`src/rtl/dp_latency_sched_pkg.sv`:
```
// Shared widths, default latencies and the in-flight operation record
// for the dual-port latency scheduler.
package dp_latency_sched_pkg;

    localparam int DATA_WIDTH  = 8;
    localparam int MEM_DEPTH   = 32;
    localparam int ADDR_WIDTH  = $clog2(MEM_DEPTH);
    // Stored word width: data plus SECDED Hamming check bits (4 + overall parity)
    localparam int MEM_WIDTH   = DATA_WIDTH + 5;

    localparam int WR_LATENCYA = 10;
    localparam int RD_LATENCYA = 5;
    localparam int WR_LATENCYB = 7;
    localparam int RD_LATENCYB = 8;

    typedef struct packed {
        logic                  we;
        logic [ADDR_WIDTH-1:0] addr;
        logic [DATA_WIDTH-1:0] wdata;
        logic                  valid;
    } mem_op_t;

    function automatic int lat_max(input int a, input int b);
        return (a > b) ? a : b;
    endfunction

endpackage

```
`src/rtl/dp_latency_sched_port_sched.sv`:
```
// port_sched: one port's delay line, issue-slot reservation vector,
// ready logic and read-data return. Slot k of the line holds the op that
// drives the memory port k cycles from now, so slot 0 is the live issue.
module port_sched #(
    parameter int WR_LAT = dp_latency_sched_pkg::WR_LATENCYA,
    parameter int RD_LAT = dp_latency_sched_pkg::RD_LATENCYA
) (
    input  logic                                        i_clk,
    input  logic                                        i_rst,
    input  logic                                        i_req_valid,
    input  logic                                        i_req_we,
    input  logic [dp_latency_sched_pkg::ADDR_WIDTH-1:0] i_req_addr,
    input  logic [dp_latency_sched_pkg::DATA_WIDTH-1:0] i_req_wdata,
    output logic                                        o_req_ready,
    output dp_latency_sched_pkg::mem_op_t               o_issue,
    input  logic [dp_latency_sched_pkg::DATA_WIDTH-1:0] i_mem_rdata,
    output logic                                        o_rd_valid,
    output logic [dp_latency_sched_pkg::DATA_WIDTH-1:0] o_rd_data
);
    import dp_latency_sched_pkg::*;

    localparam int DEPTH = lat_max(WR_LAT, RD_LAT);
    localparam int IW    = (DEPTH > 1) ? $clog2(DEPTH) : 1;

    logic [DEPTH-1:0] r_resv;
    mem_op_t          r_line [DEPTH];
    logic             r_rd_pend_p1;

    logic             w_busy;
    logic             w_accept;
    logic [IW-1:0]    w_idx;
    logic [DEPTH-1:0] w_claim;
    mem_op_t          w_new;

    // Slot check: before the edge, the slot an accept would land in after
    // the shift is still one position higher (L-1); it lands at L-2.
    always_comb begin
        w_busy       = i_req_we ? r_resv[WR_LAT-1] : r_resv[RD_LAT-1];
        w_idx        = i_req_we ? IW'(WR_LAT-2) : IW'(RD_LAT-2);
        w_accept     = i_req_valid & ~w_busy;
        w_claim      = '0;
        if (w_accept) begin
            w_claim[w_idx] = 1'b1;
        end
        w_new.we     = i_req_we;
        w_new.addr   = i_req_addr;
        w_new.wdata  = i_req_wdata;
        w_new.valid  = 1'b1;
    end

    assign o_req_ready = ~w_busy;

    // Reservation shift/claim and read-return strobe (control only is reset)
    always_ff @(posedge i_clk) begin
        if (i_rst) begin
            r_resv       <= '0;
            r_rd_pend_p1 <= 1'b0;
        end else begin
            r_resv       <= (r_resv >> 1) | w_claim;
            r_rd_pend_p1 <= r_resv[0] & ~r_line[0].we;
        end
    end

    // Delay-line payload shifts toward the issue slot; validity lives in r_resv
    always_ff @(posedge i_clk) begin
        for (int k = 0; k < DEPTH-1; k++) begin
            r_line[k] <= r_line[k+1];
        end
        if (w_accept) begin
            r_line[w_idx] <= w_new;
        end
    end

    // Live issue slot, with validity taken from the reservation vector
    always_comb begin
        o_issue       = r_line[0];
        o_issue.valid = r_resv[0];
    end

    // Memory read data is already registered; it is presented in the cycle after issue
    assign o_rd_valid = r_rd_pend_p1;
    assign o_rd_data  = r_rd_pend_p1 ? i_mem_rdata : '0;

endmodule

```
`src/rtl/dp_latency_sched.sv`:
```
// dp_latency_sched: per-port latency scheduler in front of a single-cycle
// dual-port memory. Holds the cross-port write-collision compare and the
// reset gating of all outputs.
// Build option: define COLLISION_CHECK_EN to suppress port B on a
// same-cycle same-address write from both ports and pulse o_collision_err.
module dp_latency_sched #(
    parameter int DATA_WIDTH  = dp_latency_sched_pkg::DATA_WIDTH,
    parameter int ADDR_WIDTH  = dp_latency_sched_pkg::ADDR_WIDTH,
    parameter int WR_LATENCYA = dp_latency_sched_pkg::WR_LATENCYA,
    parameter int RD_LATENCYA = dp_latency_sched_pkg::RD_LATENCYA,
    parameter int WR_LATENCYB = dp_latency_sched_pkg::WR_LATENCYB,
    parameter int RD_LATENCYB = dp_latency_sched_pkg::RD_LATENCYB
) (
    input  logic                  i_clk,
    input  logic                  i_rst,
    input  logic                  i_req_valid_a,
    output logic                  o_req_ready_a,
    input  logic                  i_req_we_a,
    input  logic [ADDR_WIDTH-1:0] i_req_addr_a,
    input  logic [DATA_WIDTH-1:0] i_req_wdata_a,
    output logic                  o_mem_en_a,
    output logic                  o_mem_we_a,
    output logic [ADDR_WIDTH-1:0] o_mem_addr_a,
    output logic [DATA_WIDTH-1:0] o_mem_wdata_a,
    input  logic [DATA_WIDTH-1:0] i_mem_rdata_a,
    output logic                  o_rd_valid_a,
    output logic [DATA_WIDTH-1:0] o_rd_data_a,
    input  logic                  i_req_valid_b,
    output logic                  o_req_ready_b,
    input  logic                  i_req_we_b,
    input  logic [ADDR_WIDTH-1:0] i_req_addr_b,
    input  logic [DATA_WIDTH-1:0] i_req_wdata_b,
    output logic                  o_mem_en_b,
    output logic                  o_mem_we_b,
    output logic [ADDR_WIDTH-1:0] o_mem_addr_b,
    output logic [DATA_WIDTH-1:0] o_mem_wdata_b,
    input  logic [DATA_WIDTH-1:0] i_mem_rdata_b,
    output logic                  o_rd_valid_b,
    output logic [DATA_WIDTH-1:0] o_rd_data_b,
    output logic                  o_collision_err
);
    import dp_latency_sched_pkg::*;

    mem_op_t                 w_issue_a;
    mem_op_t                 w_issue_b;
    logic                    w_ready_a;
    logic                    w_ready_b;
    logic                    w_rd_valid_a;
    logic                    w_rd_valid_b;
    logic [DATA_WIDTH-1:0]   w_rd_data_a;
    logic [DATA_WIDTH-1:0]   w_rd_data_b;
    logic                    w_col;

    port_sched #(.WR_LAT(WR_LATENCYA), .RD_LAT(RD_LATENCYA)) u_port_a (
        .i_clk       (i_clk),
        .i_rst       (i_rst),
        .i_req_valid (i_req_valid_a),
        .i_req_we    (i_req_we_a),
        .i_req_addr  (i_req_addr_a),
        .i_req_wdata (i_req_wdata_a),
        .o_req_ready (w_ready_a),
        .o_issue     (w_issue_a),
        .i_mem_rdata (i_mem_rdata_a),
        .o_rd_valid  (w_rd_valid_a),
        .o_rd_data   (w_rd_data_a)
    );

    port_sched #(.WR_LAT(WR_LATENCYB), .RD_LAT(RD_LATENCYB)) u_port_b (
        .i_clk       (i_clk),
        .i_rst       (i_rst),
        .i_req_valid (i_req_valid_b),
        .i_req_we    (i_req_we_b),
        .i_req_addr  (i_req_addr_b),
        .i_req_wdata (i_req_wdata_b),
        .o_req_ready (w_ready_b),
        .o_issue     (w_issue_b),
        .i_mem_rdata (i_mem_rdata_b),
        .o_rd_valid  (w_rd_valid_b),
        .o_rd_data   (w_rd_data_b)
    );

`ifdef COLLISION_CHECK_EN
    // Both ports writing the same word in the same cycle: A wins
    assign w_col = w_issue_a.valid & w_issue_a.we &
                   w_issue_b.valid & w_issue_b.we &
                   (w_issue_a.addr == w_issue_b.addr);
`else
    assign w_col = 1'b0;
`endif

    // Output gating: everything idles at zero while reset is held
    always_comb begin
        o_req_ready_a   = ~i_rst & w_ready_a;
        o_req_ready_b   = ~i_rst & w_ready_b;

        o_mem_en_a      = ~i_rst & w_issue_a.valid;
        o_mem_we_a      = ~i_rst & w_issue_a.valid & w_issue_a.we;
        o_mem_addr_a    = i_rst ? '0 : w_issue_a.addr;
        o_mem_wdata_a   = i_rst ? '0 : w_issue_a.wdata;

        o_mem_en_b      = ~i_rst & w_issue_b.valid & ~w_col;
        o_mem_we_b      = ~i_rst & w_issue_b.valid & w_issue_b.we & ~w_col;
        o_mem_addr_b    = i_rst ? '0 : w_issue_b.addr;
        o_mem_wdata_b   = i_rst ? '0 : w_issue_b.wdata;

        o_rd_valid_a    = ~i_rst & w_rd_valid_a;
        o_rd_data_a     = i_rst ? '0 : w_rd_data_a;
        o_rd_valid_b    = ~i_rst & w_rd_valid_b;
        o_rd_data_b     = i_rst ? '0 : w_rd_data_b;

        o_collision_err = ~i_rst & w_col;
    end

endmodule

```
`config.mk`:
```
export PLATFORM = sky130hd
export DESIGN_NAME = dp_latency_sched
export DESIGN_NICKNAME = d
export VERILOG_FILES = /design/src/rtl/dp_latency_sched_pkg.sv /design/src/rtl/dp_latency_sched_port_sched.sv /design/src/rtl/dp_latency_sched.sv
export SDC_FILE = /design/constraint.sdc
export NUM_CORES = 1
export LEC_CHECK = 0
export BUFFER_PORTS_ARGS = -buffer_cell sky130_fd_sc_hd__buf_2
export CAP_MARGIN = 40
export CORE_MARGIN = 2
export CORE_UTILIZATION = 56
export CTS_CLUSTER_DIAMETER = 200
export CTS_CLUSTER_SIZE = 25
export DETAILED_ROUTE_END_ITERATION = 10
export PLACE_DENSITY = 0.89
export RECOVER_POWER = 50
export SLEW_MARGIN = 25
export SYNTH_ARGS = -nofsm -noshare
export SYNTH_HDL_FRONTEND = slang
export SYNTH_HIERARCHICAL = 1
export SYNTH_SLANG_ARGS = --single-unit
```
`constraint.sdc`:
```
create_clock -name i_clk -period 2.7 [get_ports i_clk]
set_clock_uncertainty 0.1 [all_clocks]
set_input_delay 0.81 -clock i_clk [delete_from_list [all_inputs] [get_ports i_clk]]
set_output_delay 0.81 -clock i_clk [all_outputs]
set_load 0.02 [all_outputs]
```
======== Yosys cells after proc, flatten, opt, wreduce, memory -nomap -nowiden ========
Memory sizes are Yosys's and may differ from the RTL's.
Index checks and enable logic that the tools add are counted.
operators by class
  bitwise logic cells ..................... 19
  $lt $le $gt $ge ......................... 4
  reduce and logical (&&, ||, !) cells .... 2
  mux-type cells .......................... 22
operator list
  cell                                                                                 count
  8-bit 2-to-1 mux                                                                     7
  1-bit AND                                                                            12
  10-bit 2-to-1 mux                                                                    1
  5-bit 2-to-1 mux                                                                     2
  9-bit by 10-bit bitwise OR with 10-bit output                                        1
  1-bit 2-to-1 mux                                                                     8
  7-bit by 8-bit bitwise OR with 8-bit output                                          1
  4-bit by 5-bit less-than comparator with 1-bit output, second input constant         1
  1-bit NOT                                                                            5
  1-bit demux with 4-bit select                                                        1
  4-bit by 1-bit greater-or-equal comparator with 1-bit output, second input constant  1
  3-bit by 4-bit less-than comparator with 1-bit output, second input constant         1
  4-bit 2-to-1 mux                                                                     1
  1-bit demux with 3-bit select                                                        1
  3-bit by 1-bit greater-or-equal comparator with 1-bit output, second input constant  1
  1-bit logical AND                                                                    2
  2-bit 2-to-1 mux                                                                     1
storage, ports and cells
  logic and storage cells ................. 53
  memories ................................ 2
  register bits ........................... 20
  memory bits (writable) .................. 270
  output and inout port bits .............. 51
memory list
  name             depth  width  rd ports  clocked after Yosys merged registers in  write ports  line                               source
  u_port_a.r_line  10     15     10        0                                        10           dp_latency_sched_port_sched.sv:26  mem_op_t r_line [DEPTH];
  u_port_b.r_line  8      15     8         0                                        8            dp_latency_sched_port_sched.sv:26

======== Depth between registers and ports, before layout ========
  depth after elaboration ................. 7
  depth in mapped cells ................... 3
  gate-level depth less buffers ........... 2

======== By module ========
The synthesis kept the hierarchy.
by module, submodules not included
  module                 area each (sq um)  times used  cells each
  port_sched (u_port_a)  3044.2             1           174
  port_sched (u_port_b)  2517.4             1           157
  dp_latency_sched       356.6              1           57

======== Worst setup path before layout ========
OpenSTA, ideal clock, no wires.
  path type ............................... input to output
  start point ............................. in i_rst
  end point ............................... out o_mem_addr_a[0]
  required time ........................... 1.790 ns
  path slack .............................. 0.508 ns
  stages .................................. 2
  path buffers ............................ 1
  data arrival time ....................... 1.282 ns
  cells stage by stage .................... buf_2 -> nor2b_1
between the ends
  cells in the longest elaborated chain, start to end .. 1
ends and longest elaborated chain
  element             line                    source
  start: declaration  dp_latency_sched.sv:15  input logic i_rst,
  5-bit 2-to-1 mux    dp_latency_sched.sv:98  o_mem_addr_a = i_rst ? '0 : w_issue_a.addr;
  end: declaration    dp_latency_sched.sv:23  output logic [ADDR_WIDTH-1:0] o_mem_addr_a,
No other way between the ends.

======== Final worst setup path ========
  start point ............................. in i_rst
  end point ............................... out o_mem_addr_b[1]
between the ends
  cells in the longest elaborated chain, start to end .. 1
ends and longest elaborated chain
  element           line                     source
  5-bit 2-to-1 mux  dp_latency_sched.sv:103  o_mem_addr_b = i_rst ? '0 : w_issue_b.addr;
  end: declaration  dp_latency_sched.sv:35   output logic [ADDR_WIDTH-1:0] o_mem_addr_b,
No other way between the ends.

==> key figures <==
Status
  – Status: completed

Timing
  – Post-layout min period: 2.42 ns
  – Fin. max-slew vios: 0
  – Fin Hold WS: 0.213 ns
  – Fmax: 0.413 GHz
  – RSZ-0062 raised after global routing: false
  – Crit share post-route: 89.7%
  – Endpoints failing setup: 0
  – TNS Setup: 0 ns
  – Hold Vio Cnt, Final: 0

Setup path
  – Reg-to-reg setup timing slack: 1.15 ns
  – Data arrival, critical path: 1.51 ns
  – R2R Path End: u_port_a/r_line[3][1]$_DFF_P_
  – Worst Reg-to-Reg Cells: 3
  – CP Capture Type: output pin
  – Critical path class: in2out
  – CP max FO: 25
  – Worst setup SP type: input pin
  – WP data required: 1.79 ns
  – RR Startpoint: u_port_a/r_resv[4]$_SDFF_PP0_

Yosys
  – Synth cell types: 19
  – Top cell type's share of synthesized area: 81.9%
  – Post-synth top area cell: dfxtp_1
  – Post-synth EDFFs: 0
  – Gate Count Post-Synth: 388
  – FF+latch count, synth: 242
  – Most frequent cell after synthesis: dfxtp_1
  – Async SR Flop Fraction: 0%
  – Most used DFF post-synth: dfxtp_1
  – Synthesized area: 5920 um^2
  – Synth top cells by count: 242 x dfxtp_1, 62 x nor2b_1, 29 x and2_1, 26 x mux2_2
  – Sequential area share after synthesis: 81.9%
  – Synth warn: 6
  – Synth Area per Inst: 15.3 um^2
  – Syn Nets: 436
  – Synth area leaders: dfxtp_1 82%, nor2b_1 6.6%, mux2_2 4.9%, and2_1 3.1%, buf_4 0.51%

Power and ir drop
  – Total Power: 5.79 mW
  – Max IR drop VDD: 0.000699 V
  – Pwr/cell area: 845 nW/um^2
  – Pleak: 3.06 nW

Routing
  – Total Wirelength: 7650 um
  – DR iter-0 viols: 124
  – WL per Instance: 12.1 um
  – Post-route ant nets: 0
  – DRT Pass-1 Iters: 4
  – Via count: 2,710
  – Drc violations: 0
  – Routed vias/inst: 4.30

Floorplanning
  – Die footprint: 11,400 um^2
  – Core Rows: 37
  – Die H: 107 um
  – Die W: 107 um
  – Core Area: 10,300 um^2
  – Initial core utilization: 57.6%
  – # IOs: 99

Clock tree
  – Clk slew on worst S/H paths: 0.09 ns
  – Clk sinks: 242
  – Clock latency on the worst-skew pair: 0.49 ns
  – Root Driver: clkbuf_8
  – CTS tree: yes
  – Clock buffer depth: 3
  – Hold buffers post-CTS: 0
  – Number of CTS-inserted buffers: 13
  – Post-CTS Setup Bufs: 0
  – Post-CTS resize count: 0
  – H-tree levels: 1

Min path
  – Min-Delay Path Class: reg2reg
  – Hold path startpoint: u_port_b/r_line[4][14]$_DFF_P_
  – Hold depth: 0
  – Worst Hold Path EP: u_port_b/r_line[3][14]$_DFF_P_

Finish
  – FILL cells: 695
  – Area grow syn2layout: 15.9%
  – Post-route cell area: 6860 um^2
  – Layout cell share with drive strength beyond 1: 29.4%
  – Nets: 542
  – Footprint of the multi-input gates: 993 um^2
  – Reg area: 4840 um^2
  – # diodes: 0

Run
  – MaxCap Viol Count: 0

Global routing
  – Overflow after GRT: 0
  – First-pass GRT wire length: 12,200 um
  – Gr usage total: 13.4%
  – Pin count of the biggest net entering global routing: 26
  – Number of global-route vias before repair: 2,701
  – Antenna violations before repair: 0

Placement
  – PortBufs: 97
  – Area post-placement: 6550 um^2
  – DP Wirelength: 5220 um
  – Gpl congestion: 0.725
==> cell usage in the layout, fill, tap and decap left out, types with 2 or more instances in the layout <==
cell type  instances
clkbuf_8           3
buf_2             97
nor3b_1            2
inv_6              2
dfxtp_1          242
and3b_1            3
nand2b_1           3
conb_1             2
and2_1            29
buf_4              4
nor2b_1           62
mux2_2            26
clkbuf_16         10
a21oi_1            2
==> routing by layer <==
layer | track usage (%) | vias to the layer above | wire [um]
met3 | 2.86 | 9 | 438
li1 | - | 1407 | -
met5 | 0 | - | 0
met4 | 3.80 | 0 | 98
met2 | 24.7 | 75 | 3860
met1 | 15.8 | 1219 | 3250
==> worst max-delay path, cell delays in order <==
cell and delay, ns:
buf_2 0.18, buf_12 0.18, nor2b_1 0.15, buf_2 0.19
==> registers in the layout, summed over array words and instances, names as in the netlist <==
signal / count
u_port_a/r_resv: 9
u_port_b/r_resv: 7
u_port_a/o_rd_valid: 1
u_port_a/r_line: 126
u_port_b/r_line: 98
u_port_b/o_rd_valid: 1
==> how the worst max path moves through the flow <==
stage                     slack [ns]          endpoint                            from
after detailed placement        0.26   o_mem_addr_a[0]                           i_rst
after floorplan                 0.51   o_mem_addr_a[0]                           i_rst
after CTS                       0.25   o_mem_addr_a[0]                           i_rst
after global routing            0.22    o_rd_data_b[2]  u_port_b/o_rd_valid$_SDFF_PP0_
final                           0.28   o_mem_addr_b[1]                           i_rst
after global placement          0.31  o_mem_wdata_a[3]                           i_rst
==> kinds of logic after synthesis <==
kind of cell           share of synthesized area (%)
flip-flops                                      81.9
AND/OR/NAND/NOR                                 11.5
multiplexers                                    4.95
buffers and inverters                           1.35
AO/OA/AOI/OAI                                  0.169
other                                          0.127
==> area by class of cell <==
class / count / share of cell area, %
sequential: 242 / 70.7
multi-input combinational: 134 / 14.5
timing repair buffer: 102 / 7.81
clock buffer: 13 / 4.25
tap: 136 / 2.48
clock inverter: 2 / 0.255
inverter: 1 / 0.0547
==> where the power goes <==
part / total [mW] / switching [mW] / internal [mW]
combinational: 0.199 / 0.101 / 0.0978
clock: 1.75 / 0.975 / 0.779
sequential: 3.84 / 0.0496 / 3.79
==> metrics by stage <==
| stage | std cells | worst slack, ns | util, % |
|---|---|---|---|
| after detailed placement | 615 | 0.258 | 63.7 |
| after CTS | 630 | 0.254 | 66.7 |
| after global placement | 615 | 0.311 | 63.7 |
| final | 630 | 0.277 | 66.7 |
| after global routing | 630 | 0.218 | 66.7 |
| after floorplan | 388 | 0.508 | - |
Power figures use the tool's default switching activity.
